--- src/rtl/krnl_partialknn_sp_pkg.sv ---
// rtl/krnl_partialknn_sp_pkg.sv - shared types and constants for the partialKnn scratchpad reader
package krnl_partialknn_sp_pkg;

    localparam int SP_DATA_WIDTH    = 256;
    localparam int SP_ADDRESS_RANGE = 2048;
    localparam int SP_ADDRESS_WIDTH = 11;
    localparam int SP_READ_LATENCY  = 2;

    typedef enum logic [1:0] {
        ST_IDLE  = 2'd0,
        ST_RUN   = 2'd1,
        ST_DRAIN = 2'd2,
        ST_DONE  = 2'd3
    } sp_state_e;

    // Enough slots to cover every read in the memory pipeline plus a full
    // head/skid pair, so back-to-back issue never waits on a drained FIFO.
    function automatic int sp_fifo_depth(input int read_latency);
        return read_latency + 2;
    endfunction

endpackage

--- src/rtl/krnl_partialknn_sp_skid_fifo.sv ---
// rtl/krnl_partialknn_sp_skid_fifo.sv - synchronous FIFO with registered head, occupancy count and flush
module krnl_partialknn_sp_skid_fifo #(
    parameter int Width      = 257,
    parameter int Depth      = 4,
    parameter int CountWidth = $clog2(Depth + 1)
) (
    input  logic                  clk,
    input  logic                  reset_n,
    input  logic                  flush,
    input  logic [Width-1:0]      in_tdata,
    input  logic                  in_tvalid,
    output logic [Width-1:0]      out_tdata,
    output logic                  out_tvalid,
    input  logic                  out_tready,
    output logic [CountWidth-1:0] count
);

    // One slot is the output register itself; the rest form a small ring.
    localparam int BodyDepth    = Depth - 1;
    localparam int PtrWidth     = (BodyDepth > 1) ? $clog2(BodyDepth) : 1;
    localparam int BodyCntWidth = $clog2(BodyDepth + 1);

    logic [Width-1:0]        body_mem [BodyDepth];
    logic [PtrWidth-1:0]     wr_ptr_q;
    logic [PtrWidth-1:0]     rd_ptr_q;
    logic [BodyCntWidth-1:0] body_cnt_q;
    logic                    head_free;
    logic                    body_empty;
    logic                    body_pop;
    logic                    body_push;
    logic                    head_take_in;

    // Head refills from the ring first (oldest data); input bypasses straight
    // into the head only when the ring is empty.
    always_comb begin
        head_free    = !out_tvalid || out_tready;
        body_empty   = (body_cnt_q == '0);
        body_pop     = head_free && !body_empty;
        head_take_in = head_free && body_empty && in_tvalid;
        body_push    = in_tvalid && !head_take_in;
        count        = CountWidth'(body_cnt_q) + CountWidth'(out_tvalid);
    end

    // Ring storage; no reset needed, validity is tracked by the counters.
    always_ff @(posedge clk) begin
        if (body_push) begin
            body_mem[wr_ptr_q] <= in_tdata;
        end
    end

    // Pointers, ring occupancy and the registered head.
    always_ff @(posedge clk or negedge reset_n) begin
        if (!reset_n) begin
            wr_ptr_q   <= '0;
            rd_ptr_q   <= '0;
            body_cnt_q <= '0;
            out_tvalid <= 1'b0;
            out_tdata  <= '0;
        end else if (flush) begin
            wr_ptr_q   <= '0;
            rd_ptr_q   <= '0;
            body_cnt_q <= '0;
            out_tvalid <= 1'b0;
        end else begin
            if (body_push) begin
                wr_ptr_q <= (wr_ptr_q == PtrWidth'(BodyDepth - 1)) ? '0 : wr_ptr_q + PtrWidth'(1);
            end
            if (body_pop) begin
                rd_ptr_q <= (rd_ptr_q == PtrWidth'(BodyDepth - 1)) ? '0 : rd_ptr_q + PtrWidth'(1);
            end
            case ({body_push, body_pop})
                2'b10:   body_cnt_q <= body_cnt_q + BodyCntWidth'(1);
                2'b01:   body_cnt_q <= body_cnt_q - BodyCntWidth'(1);
                default: body_cnt_q <= body_cnt_q;
            endcase
            if (head_free) begin
                if (body_pop) begin
                    out_tdata  <= body_mem[rd_ptr_q];
                    out_tvalid <= 1'b1;
                end else if (head_take_in) begin
                    out_tdata  <= in_tdata;
                    out_tvalid <= 1'b1;
                end else begin
                    out_tvalid <= 1'b0;
                end
            end
        end
    end

endmodule

--- src/rtl/krnl_partialknn_local_sp_reader.sv ---
// rtl/krnl_partialknn_local_sp_reader.sv - scratchpad read initiator streaming words out; KNN_SP_READER_STATS_EN adds counters
module krnl_partialknn_local_sp_reader
    import krnl_partialknn_sp_pkg::*;
#(
    parameter int DataWidth    = SP_DATA_WIDTH,
    parameter int AddressRange = SP_ADDRESS_RANGE,
    parameter int AddressWidth = SP_ADDRESS_WIDTH,
    parameter int ReadLatency  = SP_READ_LATENCY
) (
    input  logic                    clk,
    input  logic                    reset_n,
    input  logic                    start,
    input  logic [AddressWidth-1:0] base_addr,
    input  logic [AddressWidth:0]   length,
    output logic                    busy,
    output logic                    done,
    output logic [AddressWidth-1:0] address0,
    output logic                    ce0,
    output logic                    we0,
    output logic [DataWidth-1:0]    d0,
    input  logic [DataWidth-1:0]    q0,
    output logic [DataWidth-1:0]    out_data,
    output logic                    out_valid,
    input  logic                    out_ready,
    output logic                    out_last
`ifdef KNN_SP_READER_STATS_EN
    ,
    output logic [31:0]             stall_cycles,
    output logic [AddressWidth:0]   beats_out
`endif
);

    localparam int FifoDepth = sp_fifo_depth(ReadLatency);
    localparam int CntWidth  = $clog2(FifoDepth + 1);

    sp_state_e               state_q;
    sp_state_e               state_d;
    logic                    accept;
    logic                    issue;
    logic                    final_issue;
    logic                    has_credit;
    logic                    pop;
    logic [AddressWidth-1:0] base_q;
    logic [AddressWidth:0]   len_q;
    logic [AddressWidth:0]   issued_q;
    logic [ReadLatency-1:0]  vld_q;
    logic [ReadLatency-1:0]  last_q;
    logic [CntWidth-1:0]     inflight_q;
    logic [CntWidth-1:0]     fifo_count;
    logic [CntWidth:0]       outstanding;
    logic [AddressWidth+1:0] addr_sum;
    logic [DataWidth:0]      head_tdata;

    // Issue gating: every read is guaranteed a FIFO slot before it leaves,
    // so backpressure never drops returning data.
    assign accept      = (state_q == ST_IDLE) && start;
    assign outstanding = {1'b0, inflight_q} + {1'b0, fifo_count};
    assign has_credit  = outstanding < (CntWidth + 1)'(FifoDepth);
    assign issue       = (state_q == ST_RUN) && (issued_q < len_q) && has_credit;
    assign final_issue = issue && ((issued_q + (AddressWidth + 1)'(1)) == len_q);
    assign pop         = out_valid && out_ready;

    // Wrap past the last word with a compare-and-subtract so non power of two
    // depths work.
    assign addr_sum = {2'b00, base_q} + {1'b0, issued_q};
    assign address0 = (addr_sum >= (AddressWidth + 2)'(AddressRange))
                    ? AddressWidth'(addr_sum - (AddressWidth + 2)'(AddressRange))
                    : AddressWidth'(addr_sum);

    assign ce0      = issue;
    assign we0      = 1'b0;
    assign d0       = '0;
    assign busy     = accept || (state_q == ST_RUN) || (state_q == ST_DRAIN);
    assign done     = (state_q == ST_DONE);
    assign out_data = head_tdata[DataWidth-1:0];
    assign out_last = out_valid && head_tdata[DataWidth];

    // State register.
    always_ff @(posedge clk or negedge reset_n) begin
        if (!reset_n) begin
            state_q <= ST_IDLE;
        end else begin
            state_q <= state_d;
        end
    end

    // Next-state logic: zero-length transfers skip straight to the done pulse.
    always_comb begin
        state_d = state_q;
        case (state_q)
            ST_IDLE: begin
                if (start) begin
                    state_d = (length == '0) ? ST_DONE : ST_RUN;
                end
            end
            ST_RUN: begin
                if (final_issue) begin
                    state_d = ST_DRAIN;
                end
            end
            ST_DRAIN: begin
                if (pop && out_last) begin
                    state_d = ST_DONE;
                end
            end
            ST_DONE: state_d = ST_IDLE;
            default: state_d = ST_IDLE;
        endcase
    end

    // Transfer bookkeeping and the read-latency valid/last pipeline.
    always_ff @(posedge clk or negedge reset_n) begin
        if (!reset_n) begin
            base_q     <= '0;
            len_q      <= '0;
            issued_q   <= '0;
            vld_q      <= '0;
            last_q     <= '0;
            inflight_q <= '0;
        end else begin
            if (accept) begin
                base_q   <= base_addr;
                len_q    <= length;
                issued_q <= '0;
            end else if (issue) begin
                issued_q <= issued_q + (AddressWidth + 1)'(1);
            end
            vld_q[0]  <= issue;
            last_q[0] <= final_issue;
            for (int k = 1; k < ReadLatency; k++) begin
                vld_q[k]  <= vld_q[k-1];
                last_q[k] <= last_q[k-1];
            end
            case ({issue, vld_q[ReadLatency-1]})
                2'b10:   inflight_q <= inflight_q + CntWidth'(1);
                2'b01:   inflight_q <= inflight_q - CntWidth'(1);
                default: inflight_q <= inflight_q;
            endcase
        end
    end

    krnl_partialknn_sp_skid_fifo #(
        .Width      (DataWidth + 1),
        .Depth      (FifoDepth),
        .CountWidth (CntWidth)
    ) u_fifo (
        .clk        (clk),
        .reset_n    (reset_n),
        .flush      (accept),
        .in_tdata   ({last_q[ReadLatency-1], q0}),
        .in_tvalid  (vld_q[ReadLatency-1]),
        .out_tdata  (head_tdata),
        .out_tvalid (out_valid),
        .out_tready (out_ready),
        .count      (fifo_count)
    );

`ifdef KNN_SP_READER_STATS_EN
    // Per-transfer statistics, cleared whenever a new transfer is accepted.
    always_ff @(posedge clk or negedge reset_n) begin
        if (!reset_n) begin
            stall_cycles <= '0;
            beats_out    <= '0;
        end else if (accept) begin
            stall_cycles <= '0;
            beats_out    <= '0;
        end else begin
            if (busy && out_valid && !out_ready) begin
                stall_cycles <= stall_cycles + 32'd1;
            end
            if (pop) begin
                beats_out <= beats_out + (AddressWidth + 1)'(1);
            end
        end
    end
`endif

endmodule

--- config.mk ---
export PLATFORM = sky130hd
export DESIGN_NAME = krnl_partialknn_local_sp_reader
export DESIGN_NICKNAME = d
export VERILOG_FILES = /design/src/rtl/krnl_partialknn_sp_pkg.sv /design/src/rtl/krnl_partialknn_sp_skid_fifo.sv /design/src/rtl/krnl_partialknn_local_sp_reader.sv
export SDC_FILE = /design/constraint.sdc
export NUM_CORES = 1
export LEC_CHECK = 0
export BUFFER_PORTS_ARGS = -buffer_cell sky130_fd_sc_hd__clkbuf_2
export CAP_MARGIN = 25
export CORE_AREA = 2 2 315 317
export DETAILED_ROUTE_END_ITERATION = 10
export DIE_AREA = 0 0 317 319
export PLACE_DENSITY = 0.81
export SLEW_MARGIN = 20
export SYNTH_ARGS = -nofsm -noshare
export SYNTH_HDL_FRONTEND = slang
export SYNTH_SLANG_ARGS = --single-unit
export TNS_END_PERCENT = 30
--- constraint.sdc ---
create_clock -name clk -period 63.1 [get_ports clk]
set_clock_uncertainty 0.05 [all_clocks]
set_input_delay 3.155 -clock clk [delete_from_list [all_inputs] [get_ports clk]]
set_output_delay 3.155 -clock clk [all_outputs]
set_load 0.02 [all_outputs]
## Yosys cells after proc, flatten, opt, wreduce, memory -nomap -nowiden

Memory sizes are Yosys's and may differ from the RTL's.
Cells that the tools add are included.

| word-level totals | value |
|---|---|
| flip-flop bits (word level) | 308 |
| memory bits (writable) | 771 |
| memories | 1 |

Memories:

| name | words | width | rd ports | clocked after Yosys merged registers in | wr ports | line | source |
|---|---|---|---|---|---|---|---|
| u_fifo.body_mem | 3 | 257 | 1 | 0 | 1 | krnl_partialknn_sp_skid_fifo.sv:23 | `logic [Width-1:0] body_mem [BodyDepth];` |

| cells by class | value |
|---|---|
| $add $sub $neg | 11 |
| magnitude comparators | 3 |
| eq/ne operators | 13 |
| mux-type cells | 25 |
| bitwise operators | 1 |
| reductions and logical operators | 29 |

Operators with widths:

| operator | number |
|---|---|
| $mux 257 | 2 |
| $mux 12 | 2 |
| $mux 2 | 11 |
| $add 11x12->13 | 1 |
| $ge 13x12->1 const B | 1 |
| $add 12x1->12 const B | 1 |
| $eq 12x12->1 | 1 |
| $eq 2x2->1 const B | 6 |
| $logic_not 12->1 | 1 |
| $lt 12x12->1 | 1 |
| $reduce_bool 2->1 | 6 |
| $logic_and 1x1->1 | 11 |
| $mux 11 | 1 |
| $sub 11x1->11 const B | 1 |
| $pmux 2 s4 | 1 |
| $add 2x1->2 const B | 3 |
| $eq 2x1->1 const B | 3 |
| $mux 1 | 6 |
| $pmux 3 s2 | 1 |
| $reduce_and 3->1 | 2 |
| $add 3x3->4 | 1 |
| $logic_not 2->1 | 2 |
| $lt 4x3->1 const B | 1 |
| $ne 2x2->1 const B | 2 |
| other kinds (10) | 14 |

## Depth between registers and ports, before layout

| logic depth | value |
|---|---|
| depth after elaboration | 9 |
| depth in mapped cells | 14 |

## Modules after synthesis

Synthesis repeated with hierarchy kept, for this count alone.

| unflattened totals | value |
|---|---|
| cell total of the unflattened synthesis | 3386 |
| area, all modules | 44965.6 µm² |

By module, submodules not included:

| module | times used | cells each | area each (µm²) | seq. area each (µm²) |
|---|---|---|---|---|
| krnl_partialknn_sp_skid_fifo | 1 | 2818 | 40065.9 | 29758.5 |
| krnl_partialknn_local_sp_reader | 1 | 568 | 4899.7 | 1101.1 |

## Least setup slack after synthesis

No wires, ideal clock.

| timing path | value |
|---|---|
| path kind | input-to-reg |
| start point | input out_ready |
| end point | memory u_fifo.body_mem[1][0], enable pin |
| library setup time | 1244 ps |
| arrival time | 22128 ps |
| data required time | 61806 ps |
| slack | 39677 ps |
| stages | 3 |
| path through | nor2b_1 -> o31ai_1 -> nor3b_1 |

| between the ends | value |
|---|---|
| word-level cells in the longest chain between the ends | 7 |

RTL lines:

| element | line | source |
|---|---|---|
| from (decl) | krnl_partialknn_local_sp_reader.sv:24 | `input logic out_ready,` |
| $logic_or 1x1->1 | krnl_partialknn_sp_skid_fifo.sv:36 | `head_free = !out_tvalid \|\| out_tready;` |
| $logic_and 1x1->1 (2 in a row) | krnl_partialknn_sp_skid_fifo.sv:39 | `head_take_in = head_free && body_empty && in_tvalid;` |
| $logic_not 1->1 | krnl_partialknn_sp_skid_fifo.sv:40 | `body_push = in_tvalid && !head_take_in;` |
| $logic_and 1x1->1 | krnl_partialknn_sp_skid_fifo.sv:40 |  |
| $mux 1 | krnl_partialknn_sp_skid_fifo.sv:46 | `if (body_push) begin` |
| $mux 1 (not written as such) | krnl_partialknn_sp_skid_fifo.sv:47 | `body_mem[wr_ptr_q] <= in_tdata;` |
| to (decl) | krnl_partialknn_sp_skid_fifo.sv:23 |  |

No other way between the ends.

## Final worst setup path

| timing path | value |
|---|---|
| start point | input start |
| end point | output busy |

| between the ends | value |
|---|---|
| word-level cells in the longest chain between the ends | 3 |

RTL lines:

| element | line | source |
|---|---|---|
| from (decl) | krnl_partialknn_local_sp_reader.sv:12 | `input logic start,` |
| $logic_and 1x1->1 | krnl_partialknn_local_sp_reader.sv:56 | `assign accept = (state_q == ST_IDLE) && start;` |
| $logic_or 1x1->1 (2 in a row) | krnl_partialknn_local_sp_reader.sv:73 | `assign busy = accept \|\| (state_q == ST_RUN) \|\| (state_q == ST_DRAIN);` |
| to (decl) | krnl_partialknn_local_sp_reader.sv:15 | `output logic busy,` |

No other way between the ends.

==> flow_summary.yaml <==
die:
  core_area_um2: 97700
  initial_core_util: 0.480
  ios: 812
  rows: 115
  dieArea_um2: 101000
  die_x_um: 317
  die_y_um: 319
yosys:
  ys_seq_elements: 1079
  yosysWarnings: 0
  synthArstFlopShare: 0.285
  syn_area_um2: 46900
  synth_edf_count: 771
  syn_area_per_cell_um2: 12.0
  ys_types: 51
  synthCells: 3908
  synth_seq_area_share: 0.658
  synthFlopType: "edfxtp_1"
clock_network:
  cts_num_sinks: 1079
  clk_pin_slew_worst_paths_ns: 0.07
  cts_setup_buffers: 0
  cts_buffers: 105
  cts_resized: 0
  h-tree-depth: 3
  holdBufCountCts: 0
  clkLatencyLatePin_ns: 0.67
  cts_tree: "done"
  clock_path_buffers: 3
  root_buffer: "clkbuf_16"
sta:
  maxSlewViolCount: 0
  relSlewSlack: 0.284
  period_share: 0.113
  worst_pin_slew_ns: 1.07
  setup_violations: 0
  max_freq_mhz: 141
  hold_viol_final: 0
  tns_ns: 0
  fin_crit_ns: 7.12
  rsz0062_at_grt: "no"
global_route:
  grt_first_pass_wirelength_mm: 154
  busiest_layer: "met2"
  grt_max_degree: 177
  track_usage: 0.193
  overflow: 0
  grt_pass1_vias: 27986
  antenna_found_initial: 25
  met1_usage: 0.237
  grtUsageMet2: 0.322
  met3_usage: 0.0380
final_layout:
  syn_to_final_growth_pct: 9.97
  most-common-layout-cells: "771 x edfxtp_1, 553 x clkbuf_2, 528 x nor2_1"
  nNetsFinal: 4449
  design_area_um2: 51500
  layout-drive-gt1-share: 0.180
  final_common_cell: "edfxtp_1"
routing:
  dr.pass1.iters: 8
  via_count: 28957
  drtIter0Drc: 2546
  wire_per_inst_um: 18.3
  antenna_left: 0
  totalWireLength_mm: 101
  via_per_inst: 5.23
  route.detailed.drc: 0
placed_design:
  place_congestion: 0.837
  place_area_um2: 47900
  dp_hpwl_mm: 61.4
  io_buffers: 554
critical_path:
  crit_path_start_kind: "primary input"
  cp_max_fo: 3
  ff2ff_setup_slack_ns: 58.81
  worstSetupPathType: "primary input to primary output"
  cp-end-kind: "primary output"
  cp.arrival_ns: 3.91
  rr_worst_depth: 8
  required_ns: 59.89
worst_hold_path:
  hold_class: "flip-flop to flip-flop"
  hold_depth: 0
pwr:
  pwr_density_cell_nw_per_um2: 49.3
  power.leakage_nw: 20.6
  peakVddDrop_v: 0.0000459
status:
  status: "finished clean"
job:
  maxCapViolations: 0
[synthesized netlist by cell type, types with 10 or more instances]
| cell type | count | area share |
|---|---|---|
| o21ai_1 | 260 | 0.028 |
| o21ai_0 | 20 | 0.0021 |
| a21oi_1 | 500 | 0.053 |
| mux2i_1 | 245 | 0.052 |
| buf_1 | 38 | 0.0030 |
| inv_1 | 23 | 0.0018 |
| buf_4 | 516 | 0.083 |
| buf_2 | 14 | 0.0015 |
| dfrtp_1 | 308 | 0.16 |
| xnor2_1 | 25 | 0.0047 |
| nand2_1 | 320 | 0.026 |
| nor3_1 | 12 | 0.0013 |
| xor2_1 | 10 | 0.0019 |
| nor2_1 | 528 | 0.042 |
| clkbuf_1 | 163 | 0.013 |
| ha_1 | 31 | 0.0083 |
| a22oi_1 | 17 | 0.0027 |
| edfxtp_1 | 771 | 0.49 |
| a221oi_1 | 16 | 0.0030 |
[worst max-delay path: stages]
cell,delay (ns)
clkbuf_2,0.09
and2_2,0.19
or3_1,0.31
clkbuf_2,0.17
[worst paths after layout]
check                                   endpoint       start
setup reg to reg           u_fifo.out_tdata[227]  state_q[0]
hold / removal                         last_q[1]   last_q[0]
max in group asynchronous  u_fifo.out_tdata[235]     reset_n
min in group asynchronous   u_fifo.out_tdata[95]     reset_n
hold reg to reg                        last_q[1]   last_q[0]
setup / recovery                            busy       start
[layout make-up]
class                           instances  area [um2]
Fill cell                            7856       46200
Sequential cell                      1079       30900
Multi-Input combinational cell       2329       12200
Timing Repair Buffer                  593        3220
Clock buffer                          146        2940
Tap cell                             1287        1610
Clock inverter                         51         539
Inverter                               25        93.8
Antenna cell                           23        57.6
[registers in the layout, indices dropped and copies added (netlist names)]
| register | cells |
|---|---|
| u_fifo.body_mem | 771 |
| base_q | 11 |
| u_fifo.wr_ptr_q | 2 |
| inflight_q | 3 |
| u_fifo.body_cnt_q | 2 |
| state_q | 2 |
| last_q | 2 |
| u_fifo.out_tvalid | 1 |
| issued_q | 12 |
| u_fifo.out_tdata | 257 |
| len_q | 12 |
| vld_q | 2 |
| u_fifo.rd_ptr_q | 2 |
[logic make-up after synthesis]
group	share of synthesized area
AOI/OAI and AO/OA	0.0928
xor gates and xnor gates	0.00654
adders and majority gates	0.00913
buffers and inverters	0.102
DFF	0.658
muxes	0.0523
other	0.0000800
and+or+nand+nor	0.0784
[stage by stage]
| step | worst slack [ns] | hold WS (ns) | utilization | instances | power [W] |
|---|---|---|---|---|---|
| after floorplan | 39.68 | 0.281 | - | 4164 | 0.00180 |
| after global placement | 55.98 | 0.283 | 0.490 | 5308 | 0.00188 |
| after detailed placement | 55.98 | 0.290 | 0.490 | 5308 | 0.00191 |
| after CTS | 55.98 | 0.307 | 0.526 | 5505 | 0.00255 |
| after global routing | 55.96 | 0.323 | 0.528 | 5532 | 0.00269 |
| final | 55.98 | 0.310 | 0.528 | 5533 | 0.00254 |
[power by group]
part	leakage (nW)	internal (W)	switching, W
clock	1.68	0.000363	0.000264
sequential	10.8	0.000915	0.0000850
combinational	8.08	0.000294	0.000622
[metal layers]
metal	wire length [um]	part of all wire
met5	20	0.00020
met4	4840	0.048
met3	6600	0.065
met2	50600	0.50
met1	39200	0.39
No activity file was read; power rests on OpenSTA's default activity.
